$ cat config.mk
export PLATFORM = sky130hd
export DESIGN_NAME = multicycle_control_fsm
export DESIGN_NICKNAME = d
export VERILOG_FILES = /design/src/rtl/cpu_ctrl_pkg.sv /design/src/rtl/alu_cmd_decode.sv /design/src/rtl/multicycle_control_fsm.sv
export SDC_FILE = /design/constraint.sdc
export NUM_CORES = 1
export LEC_CHECK = 0
export BUFFER_PORTS_ARGS = -buffer_cell sky130_fd_sc_hd__buf_2
export CAP_MARGIN = 25
export CORE_MARGIN = 4
export CORE_UTILIZATION = 35
export DETAILED_ROUTE_END_ITERATION = 10
export PLACE_DENSITY_LB_ADDON = 0.1
export SLEW_MARGIN = 30
export SYNTH_ARGS = -nofsm -noshare
export SYNTH_HDL_FRONTEND = slang
export SYNTH_SLANG_ARGS = --single-unit
$ cat constraint.sdc
create_clock -name clk -period 5.15 [get_ports clk]
set_input_delay 1.03 -clock clk [delete_from_list [all_inputs] [get_ports clk]]
set_output_delay 1.03 -clock clk [all_outputs]
set_load 0.02 [all_outputs]
$ cat src/rtl/cpu_ctrl_pkg.sv
// rtl/cpu_ctrl_pkg.sv - shared types and codes for the multicycle CPU control unit
// Purpose: state encoding, ALU command codes, datapath mux select codes and the
// per-state Moore control row used by multicycle_control_fsm.
// Ports: none (package).
package cpu_ctrl_pkg;

  typedef enum logic [3:0] {
    FETCH  = 4'd0,
    DECODE = 4'd1,
    MEMADR = 4'd2,
    MEMRD  = 4'd3,
    MEMWB  = 4'd4,
    MEMWR  = 4'd5,
    EXECR  = 4'd6,
    EXECI  = 4'd7,
    ALUWB  = 4'd8,
    BRANCH = 4'd9
  } state_t;

  typedef enum logic [2:0] {
    ALU_ADD = 3'd0,
    ALU_SUB = 3'd1,
    ALU_AND = 3'd2,
    ALU_ORR = 3'd3,
    ALU_EOR = 3'd4,
    ALU_MOV = 3'd5
  } alu_cmd_t;

  localparam logic [1:0] SRCA_REG   = 2'b00;
  localparam logic [1:0] SRCA_PC    = 2'b01;
  localparam logic [1:0] SRCB_REG   = 2'b00;
  localparam logic [1:0] SRCB_IMM   = 2'b01;
  localparam logic [1:0] SRCB_FOUR  = 2'b10;
  localparam logic [1:0] RES_ALUOUT = 2'b00;
  localparam logic [1:0] RES_DATA   = 2'b01;
  localparam logic [1:0] RES_ALU    = 2'b10;

  // Moore control row; 'fetch' marks the state whose IRWrite/NextPC are
  // qualified by mem_ready outside the register.
  typedef struct packed {
    logic       fetch;
    logic       reg_w;
    logic       mem_w;
    logic       adr_src;
    logic [1:0] alu_src_a;
    logic [1:0] alu_src_b;
    logic [1:0] result_src;
    logic       alu_op;
    logic       branch;
  } ctrl_t;

  function automatic ctrl_t state_ctrl(input state_t s);
    ctrl_t c;
    c = '0;
    case (s)
      FETCH: begin
        c.fetch      = 1'b1;
        c.alu_src_a  = SRCA_PC;
        c.alu_src_b  = SRCB_FOUR;
        c.result_src = RES_ALU;
      end
      DECODE: begin
        c.alu_src_a  = SRCA_PC;
        c.alu_src_b  = SRCB_FOUR;
        c.result_src = RES_ALU;
      end
      MEMADR: c.alu_src_b = SRCB_IMM;
      MEMRD:  c.adr_src   = 1'b1;
      MEMWB: begin
        c.result_src = RES_DATA;
        c.reg_w      = 1'b1;
      end
      MEMWR: begin
        c.adr_src = 1'b1;
        c.mem_w   = 1'b1;
      end
      EXECR: begin
        c.alu_src_b = SRCB_REG;
        c.alu_op    = 1'b1;
      end
      EXECI: begin
        c.alu_src_b = SRCB_IMM;
        c.alu_op    = 1'b1;
      end
      ALUWB: begin
        c.result_src = RES_ALUOUT;
        c.reg_w      = 1'b1;
      end
      BRANCH: begin
        c.alu_src_b  = SRCB_IMM;
        c.result_src = RES_ALU;
        c.branch     = 1'b1;
      end
      default: c = '0;
    endcase
    return c;
  endfunction

endpackage

$ cat src/rtl/alu_cmd_decode.sv
// rtl/alu_cmd_decode.sv - data-processing cmd field to ALU command decoder
// Purpose: combinational decode of Funct[4:1] (cmd) and Funct[0] (S bit).
// Ports: cmd_i cmd field, s_i S bit; alu_control_o ALU command (zero-extended),
//        no_write_o flag-only instruction, flag_w_o {NZ write, CV write},
//        valid_o cmd is a supported encoding.
module alu_cmd_decode
  import cpu_ctrl_pkg::*;
#(
  parameter int ALU_CTRL_W = 3
) (
  input  logic [3:0]            cmd_i,
  input  logic                  s_i,
  output logic [ALU_CTRL_W-1:0] alu_control_o,
  output logic                  no_write_o,
  output logic [1:0]            flag_w_o,
  output logic                  valid_o
);

  alu_cmd_t cmd;
  logic     arith;

  always_comb begin
    cmd        = ALU_ADD;
    no_write_o = 1'b0;
    arith      = 1'b0;
    valid_o    = 1'b1;
    case (cmd_i)
      4'b0100: begin cmd = ALU_ADD; arith = 1'b1; end
      4'b0010: begin cmd = ALU_SUB; arith = 1'b1; end
      4'b0000: cmd = ALU_AND;
      4'b1100: cmd = ALU_ORR;
      4'b0001: cmd = ALU_EOR;
      4'b1101: cmd = ALU_MOV;
      // CMP / TST reuse SUB / AND but only update flags
      4'b1010: begin cmd = ALU_SUB; arith = 1'b1; no_write_o = 1'b1; end
      4'b1000: begin cmd = ALU_AND; no_write_o = 1'b1; end
      default: valid_o = 1'b0;
    endcase
    flag_w_o[1] = s_i | no_write_o;
    flag_w_o[0] = flag_w_o[1] & arith;
  end

  assign alu_control_o = ALU_CTRL_W'(cmd);

endmodule

$ cat src/rtl/multicycle_control_fsm.sv
// rtl/multicycle_control_fsm.sv - multicycle main controller for the ARM-subset CPU
// Purpose: sequences each instruction through fetch/decode/execute/memory/
// writeback and drives datapath enables and mux selects per state.
// Ports: clk, reset (sync, active-high); Op/Funct/Rd instruction fields;
//        mem_ready memory handshake; PCS/NextPC/RegW/MemW/IRWrite enables;
//        AdrSrc/ALUSrcA/ALUSrcB/ResultSrc/ImmSrc/RegSrc mux selects;
//        ALUControl/FlagW/NoWrite ALU decode; illegal pulse; state for debug.
module multicycle_control_fsm
  import cpu_ctrl_pkg::*;
#(
  parameter int ALU_CTRL_W = 3,
  parameter bit MEM_WAIT   = 1'b1
) (
  input  logic                  clk,
  input  logic                  reset,
  input  logic [1:0]            Op,
  input  logic [5:0]            Funct,
  input  logic [3:0]            Rd,
  input  logic                  mem_ready,
  output logic                  PCS,
  output logic                  NextPC,
  output logic                  RegW,
  output logic                  MemW,
  output logic                  IRWrite,
  output logic                  AdrSrc,
  output logic [1:0]            ALUSrcA,
  output logic [1:0]            ALUSrcB,
  output logic [1:0]            ResultSrc,
  output logic [1:0]            ImmSrc,
  output logic [1:0]            RegSrc,
  output logic [ALU_CTRL_W-1:0] ALUControl,
  output logic [1:0]            FlagW,
  output logic                  NoWrite,
  output logic                  illegal,
  output logic [3:0]            state
);

  state_t                  state_q, state_d;
  ctrl_t                   ctrl_q;
  logic                    illegal_q;
  logic                    ready;
  logic [ALU_CTRL_W-1:0]   dec_ctrl;
  logic                    dec_nw;
  logic [1:0]              dec_flag;
  logic                    dec_valid;
  logic                    decode_illegal;

  // Without wait support every memory access completes in its first cycle.
  assign ready = MEM_WAIT ? mem_ready : 1'b1;

  alu_cmd_decode #(.ALU_CTRL_W(ALU_CTRL_W)) u_alu_cmd_decode (
    .cmd_i         (Funct[4:1]),
    .s_i           (Funct[0]),
    .alu_control_o (dec_ctrl),
    .no_write_o    (dec_nw),
    .flag_w_o      (dec_flag),
    .valid_o       (dec_valid)
  );

  assign decode_illegal = (Op == 2'b11) | ((Op == 2'b00) & ~dec_valid);

  always_comb begin
    state_d = state_q;
    case (state_q)
      FETCH:  if (ready) state_d = DECODE;
      DECODE: begin
        if (decode_illegal)     state_d = FETCH;
        else if (Op == 2'b00)   state_d = Funct[5] ? EXECI : EXECR;
        else if (Op == 2'b01)   state_d = MEMADR;
        else                    state_d = BRANCH;
      end
      MEMADR: state_d = Funct[0] ? MEMRD : MEMWR;
      MEMRD:  if (ready) state_d = MEMWB;
      MEMWB:  state_d = FETCH;
      MEMWR:  if (ready) state_d = FETCH;
      EXECR,
      EXECI:  state_d = dec_nw ? FETCH : ALUWB;
      ALUWB:  state_d = FETCH;
      BRANCH: state_d = FETCH;
      default: state_d = FETCH;
    endcase
  end

  // Control row is registered alongside the state it belongs to.
  always_ff @(posedge clk) begin
    if (reset) begin
      state_q   <= FETCH;
      ctrl_q    <= state_ctrl(FETCH);
      illegal_q <= 1'b0;
    end else begin
      state_q   <= state_d;
      ctrl_q    <= state_ctrl(state_d);
      illegal_q <= (state_q == DECODE) & decode_illegal;
    end
  end

  assign IRWrite    = ctrl_q.fetch & ready;
  assign NextPC     = ctrl_q.fetch & ready;
  assign RegW       = ctrl_q.reg_w;
  assign MemW       = ctrl_q.mem_w;
  assign AdrSrc     = ctrl_q.adr_src;
  assign ALUSrcA    = ctrl_q.alu_src_a;
  assign ALUSrcB    = ctrl_q.alu_src_b;
  assign ResultSrc  = ctrl_q.result_src;
  assign PCS        = ((Rd == 4'hF) & ctrl_q.reg_w) | ctrl_q.branch;
  assign ImmSrc     = Op;
  assign RegSrc     = {Op == 2'b10, (Op == 2'b01) & ~Funct[0]};
  assign ALUControl = ctrl_q.alu_op ? dec_ctrl : '0;
  assign FlagW      = ctrl_q.alu_op ? dec_flag : 2'b00;
  assign NoWrite    = ctrl_q.alu_op & dec_nw;
  assign illegal    = illegal_q;
  assign state      = state_q;

endmodule
### Word level (Yosys, flattened, before mapping)

Cells that the tools add are included.

* logic and storage cells: 90
* bits of input ports: 15
* register bits: 17
* output and inout port bits: 27

* equality and inequality tests: 26
* bitwise operators: 12
* reduce and logical (&&, ||, !) cells: 16
* multiplexer cells: 25

Operator list (count)
* $eq 4x3->1 const B: 8
* $eq 4x4->1 const B: 7
* $mux 4: 7
* $pmux 4 s6: 1
* $eq 4x2->1 const B: 5
* $reduce_or 2->1: 8
* $pmux 3 s5: 1
* $eq 4x1->1 const B: 3
* $logic_not 4->1: 3
* $mux 1: 11
* $reduce_or 3->1: 3
* $pmux 2 s2: 2
* $reduce_or 8->1: 1
* $and 1x1->1: 7
* $mux 3: 2
* $eq 2x2->1 const B: 2
* $or 1x1->1: 3
* $eq 2x1->1 const B: 1
* $logic_not 2->1: 1
* $mux 2: 1
* $not 1->1: 2

### Depth between registers and ports, before layout

* depth in word-level cells: 11
* depth in mapped cells: 6
* depth with buffers taken out: 5

### Cells and area by module

Synthesis repeated with hierarchy kept, for this count alone.

* cells, all modules: 105
* area, all modules: 935.9 um^2

Modules (own cells, without submodules)
* multicycle_control_fsm: instances 1, area each 837.1 um^2, cells each 89
* alu_cmd_decode: instances 1, area each 98.8 um^2, cells each 16

### Worst setup path after synthesis

Ideal clock, no wire load.

* path type: input to output
* from: input port Funct[1]
* to: output port FlagW[0]
* setup slack: 2.056 ns
* data arrival time: 2.064 ns
* data required time: 4.120 ns
* stages: 4
* cell sequence: nor2_2 > and2_1 > o21a_1 > nor3b_1

* word-level cells in the longest chain between the ends: 6
* elaborated cells between the ends (all ways): 11
* those cells by class: 4 x eq/ne; 3 x mux; 2 x bitwise; 2 x reduce/logical

RTL lines
* start: declaration: line multicycle_control_fsm.sv:17 `input logic [5:0] Funct,`
* $eq 4x4->1: line alu_cmd_decode.sv:27 `case (cmd_i)`
* $reduce_or 2->1 (no source line)
* $mux 1: line alu_cmd_decode.sv:27
* $or 1x1->1: line alu_cmd_decode.sv:39 `flag_w_o[1] = s_i | no_write_o;`
* $and 1x1->1 *: line alu_cmd_decode.sv:40 `flag_w_o[0] = flag_w_o[1] & arith;`
* $mux 2 *: line multicycle_control_fsm.sv:109 `assign FlagW = ctrl_q.alu_op ? dec_flag : 2'b00;`
* end: declaration: line multicycle_control_fsm.sv:32 `output logic [1:0] FlagW,`

Mark *: on every way between the ends. The rest lies on a longest branch, timed or not.

### Worst setup path in the final report

Ends and elaborated chain as after synthesis.

==> results by group <==
Power
  • LEAKAGE: 0.546 nW
  • Combinational share of power: 0.250
  • Pwr/cell area: 236 nW/µm²
  • Sw power: roughly 0.076 mW
  • Switch share: 0.295
  • Sequential share of power: 0.517
  • Clock network power share: 0.233
  • Internal power: 0.182 mW
  • Peak supply drop: around 0.00012 V

Synth
  • Dominant register cell in the synthesized netlist: dfxtp_1
  • FF+latch count, synth: 16
  • Net Count, Synth: roughly 120
  • Cells after Synth: 106
  • Sequential fraction of the synthesis area: 0.351
  • EDFF count, synth: 0
  • Cell area after synthesis: between 900 and 1000 µm²
  • Yosys warns: 0
  • FFs w/ async S/R, synth: 0
  • Synth unique cells: 43
  • Mean Syn Cell Area: approximately 8.6 µm²

Worst setup path
  • Critical-path cell list: buf_2 -> nor2_2 -> and2_1 -> o21a_1 -> nor3b_1 -> buf_2
  • WP data required: 4.12 ns
  • Crit Path Class: input pin to primary output
  • Crit path capture type: primary output
  • CP Data Arrival Time: a little under 2 ns
  • Crit-path leading delay family: simple AND/OR/NAND/NOR gates
  • CP Buf/Inv Count: 2
  • CP max stage cell: buf_2
  • Worst Path Max Fanout: 5
  • Top cell by count, worst path: buf_2
  • Worst path max stage delay: 0.19 ns
  • CP startpoint kind: input pin

Timing
  • Final setup vio count: 0
  • Min cycle time layout: just under 3 ns
  • Setup TNS Final: 0 ns
  • Fin. max-slew vios: 0
  • RSZ-0062 raised after global routing: false
  • WHS: roughly 0.7 ns
  • Period utilisation layout: 0.575
  • Layout Skew: 0.00199 ns
  • Final Hold Vio Count: 0
  • Max Freq: 338 MHz

Clock tree
  • Post-CTS setup buffers: 0
  • H-tree Lvls: 1
  • TritonCTS Buffers: 3
  • Hold_buf cts: 0
  • Clk sink count: 16
  • Clk slew on worst S/H paths: 0.08 ns
  • Gates resized, CTS repair: 0
  • Worst-Skew Late Latency: roughly 0.27 ns
  • Clock tree buffer depth: 2
  • CTS root buffer: clkbuf_4
  • TritonCTS clock tree: yes

GRT
  • First-pass GRT wire length: 3210 µm
  • All-Layer GR Usage: 0.119
  • Pin count of the biggest net entering global routing: 11
  • Vias in the first global route: 738
  • Total global routing overflow: 0
  • Initial antenna violation count: 0

Routing
  • Total number of vias: 807
  • Final wirelength: around 2000 µm
  • Antenna-violating nets left: 0
  • First DRT Iteration DRCs: 15
  • Drt via density: between 4 and 5
  • DRT Pass-1 Iters: 3
  • Per-cell routed wire length: between 10 and 15 µm
  • Remaining DRCs: 0

Hold path
  • HP Class: flop to flop

Placement
  • Final HPWL DP: approximately 1700 µm
  • Port Buffers: 40
  • Final weighted congestion in routability-driven placement: 0.796

Floorplanning
  • Ports: 42
  • FP Rows: 18
  • Core Region: 2480 µm²
  • Initial core utilization: 0.368
  • Die area: roughly 3500 µm²
  • Chip Height: about 59 µm
  • Die Width: 59.1 µm

Finish
  • Antenna diodes: 0
  • Layout cell share with drive strength beyond 1: 0.420
  • Filler cells: around 270
  • Total Nets Final: 155
  • Syn-to-layout area delta: 20.2%

Flow run
  • Maxcap violations: 0

Outcome
  • Status: finished, final reports clean
## tightest hold or removal path, stage by stage, from the launching register on
cell,delay [ns]
dfxtp_1,0.38
nand2_1,0.08
or3_2,0.15
a21oi_1,0.07
## Yosys cell counts (2+ instances only)
master,instances,area share
nand2_1,4,0.016
nor3b_1,2,0.016
and3_1,2,0.014
a21boi_0,2,0.016
nor3_1,5,0.027
dfxtp_1,16,0.35
a31o_2,2,0.019
nand2b_1,2,0.014
and2_1,6,0.041
nand3b_1,2,0.016
buf_4,9,0.074
nor2_2,3,0.021
a21o_1,2,0.016
nor2_1,8,0.033
inv_1,8,0.033
o21ai_2,2,0.019
o21a_1,2,0.016
a21oi_1,4,0.022
## through the flow
stage / instance area [µm²] / std cells / util / total power [mW] / setup slack [ns]
global route: 1100 / 168 / 0.442 / 0.273 / 2.08
finish: 1100 / 168 / 0.442 / 0.259 / 2.19
detailed placement: 1070 / 165 / 0.433 / 0.202 / 2.19
CTS: 1100 / 168 / 0.442 / 0.262 / 2.19
global placement: 1070 / 165 / 0.433 / 0.201 / 2.24
floorplan: 912 / 106 / - / 0.185 / 2.06
## kinds of logic after synthesis
family	after synthesis	synth area share
AOI/OAI and AO/OA	25	0.218
xor gates and xnor gates	1	0.0178
buffers and inverters	19	0.117
DFF	16	0.351
other	1	0.00411
and+or+nand+nor	44	0.292
## final timing paths
path | slack, ns | end | start | cells past startpoint
max | 2.19 | FlagW[0] | Funct[1] | 6
min | 0.71 | state[3] | state[2] | 3
max reg2reg | 3.32 | ResultSrc[1] | state[1] | 5
min reg2reg | 0.71 | state[3] | state[2] | 3
## flip-flops by register name, indices dropped and copies added (netlist names)
register,count
illegal,1
ALUSrcB,2
state,4
ResultSrc,2
MemW,1
ALUSrcA,1
RegW,1
ctrl_q,3
AdrSrc,1
## final cells by class
type	count	area [µm²]	share of cell area
well taps	30	37.5	0.0342
multi-input cells	71	485	0.443
repair buffers	40	200	0.183
flip-flops and latches	16	320	0.292
clock buffers	3	22.5	0.0205
inverters	8	30.0	0.0274
## cells in the final DEF (no fill, tap or decap), types with 2 or more instances in the layout
master	count
o21a_1	2
a21boi_0	2
nor2_2	3
nor3_1	5
nor3b_1	2
a21o_1	2
o21ai_2	2
and2_1	6
nand2_1	4
a21oi_1	4
and3_1	2
clkbuf_4	3
dfxtp_1	16
nand3b_1	2
nor2_1	8
inv_1	8
nand2b_1	2
buf_2	40
a31o_2	2
## power groups by stage
stage	Clock (mW)	Sequential, mW	Combinational, mW
after floorplan	0	0.139	0.0462
after global placement	0	0.137	0.0647
after detailed placement	0	0.137	0.0652
after CTS	0.0623	0.134	0.0655
after global routing	0.0677	0.135	0.0708
final	0.0604	0.134	0.0647
## routing by layer
metal / up-vias / GRT usage / wire [µm]
met5: - / 0 / 0
met4: 0 / 0.0388 / 19
met3: 2 / 0.0240 / 131
met2: 26 / 0.218 / 962
met1: 351 / 0.136 / 900
li1: 428 / - / -
No activity file was read; power rests on OpenSTA's default activity.
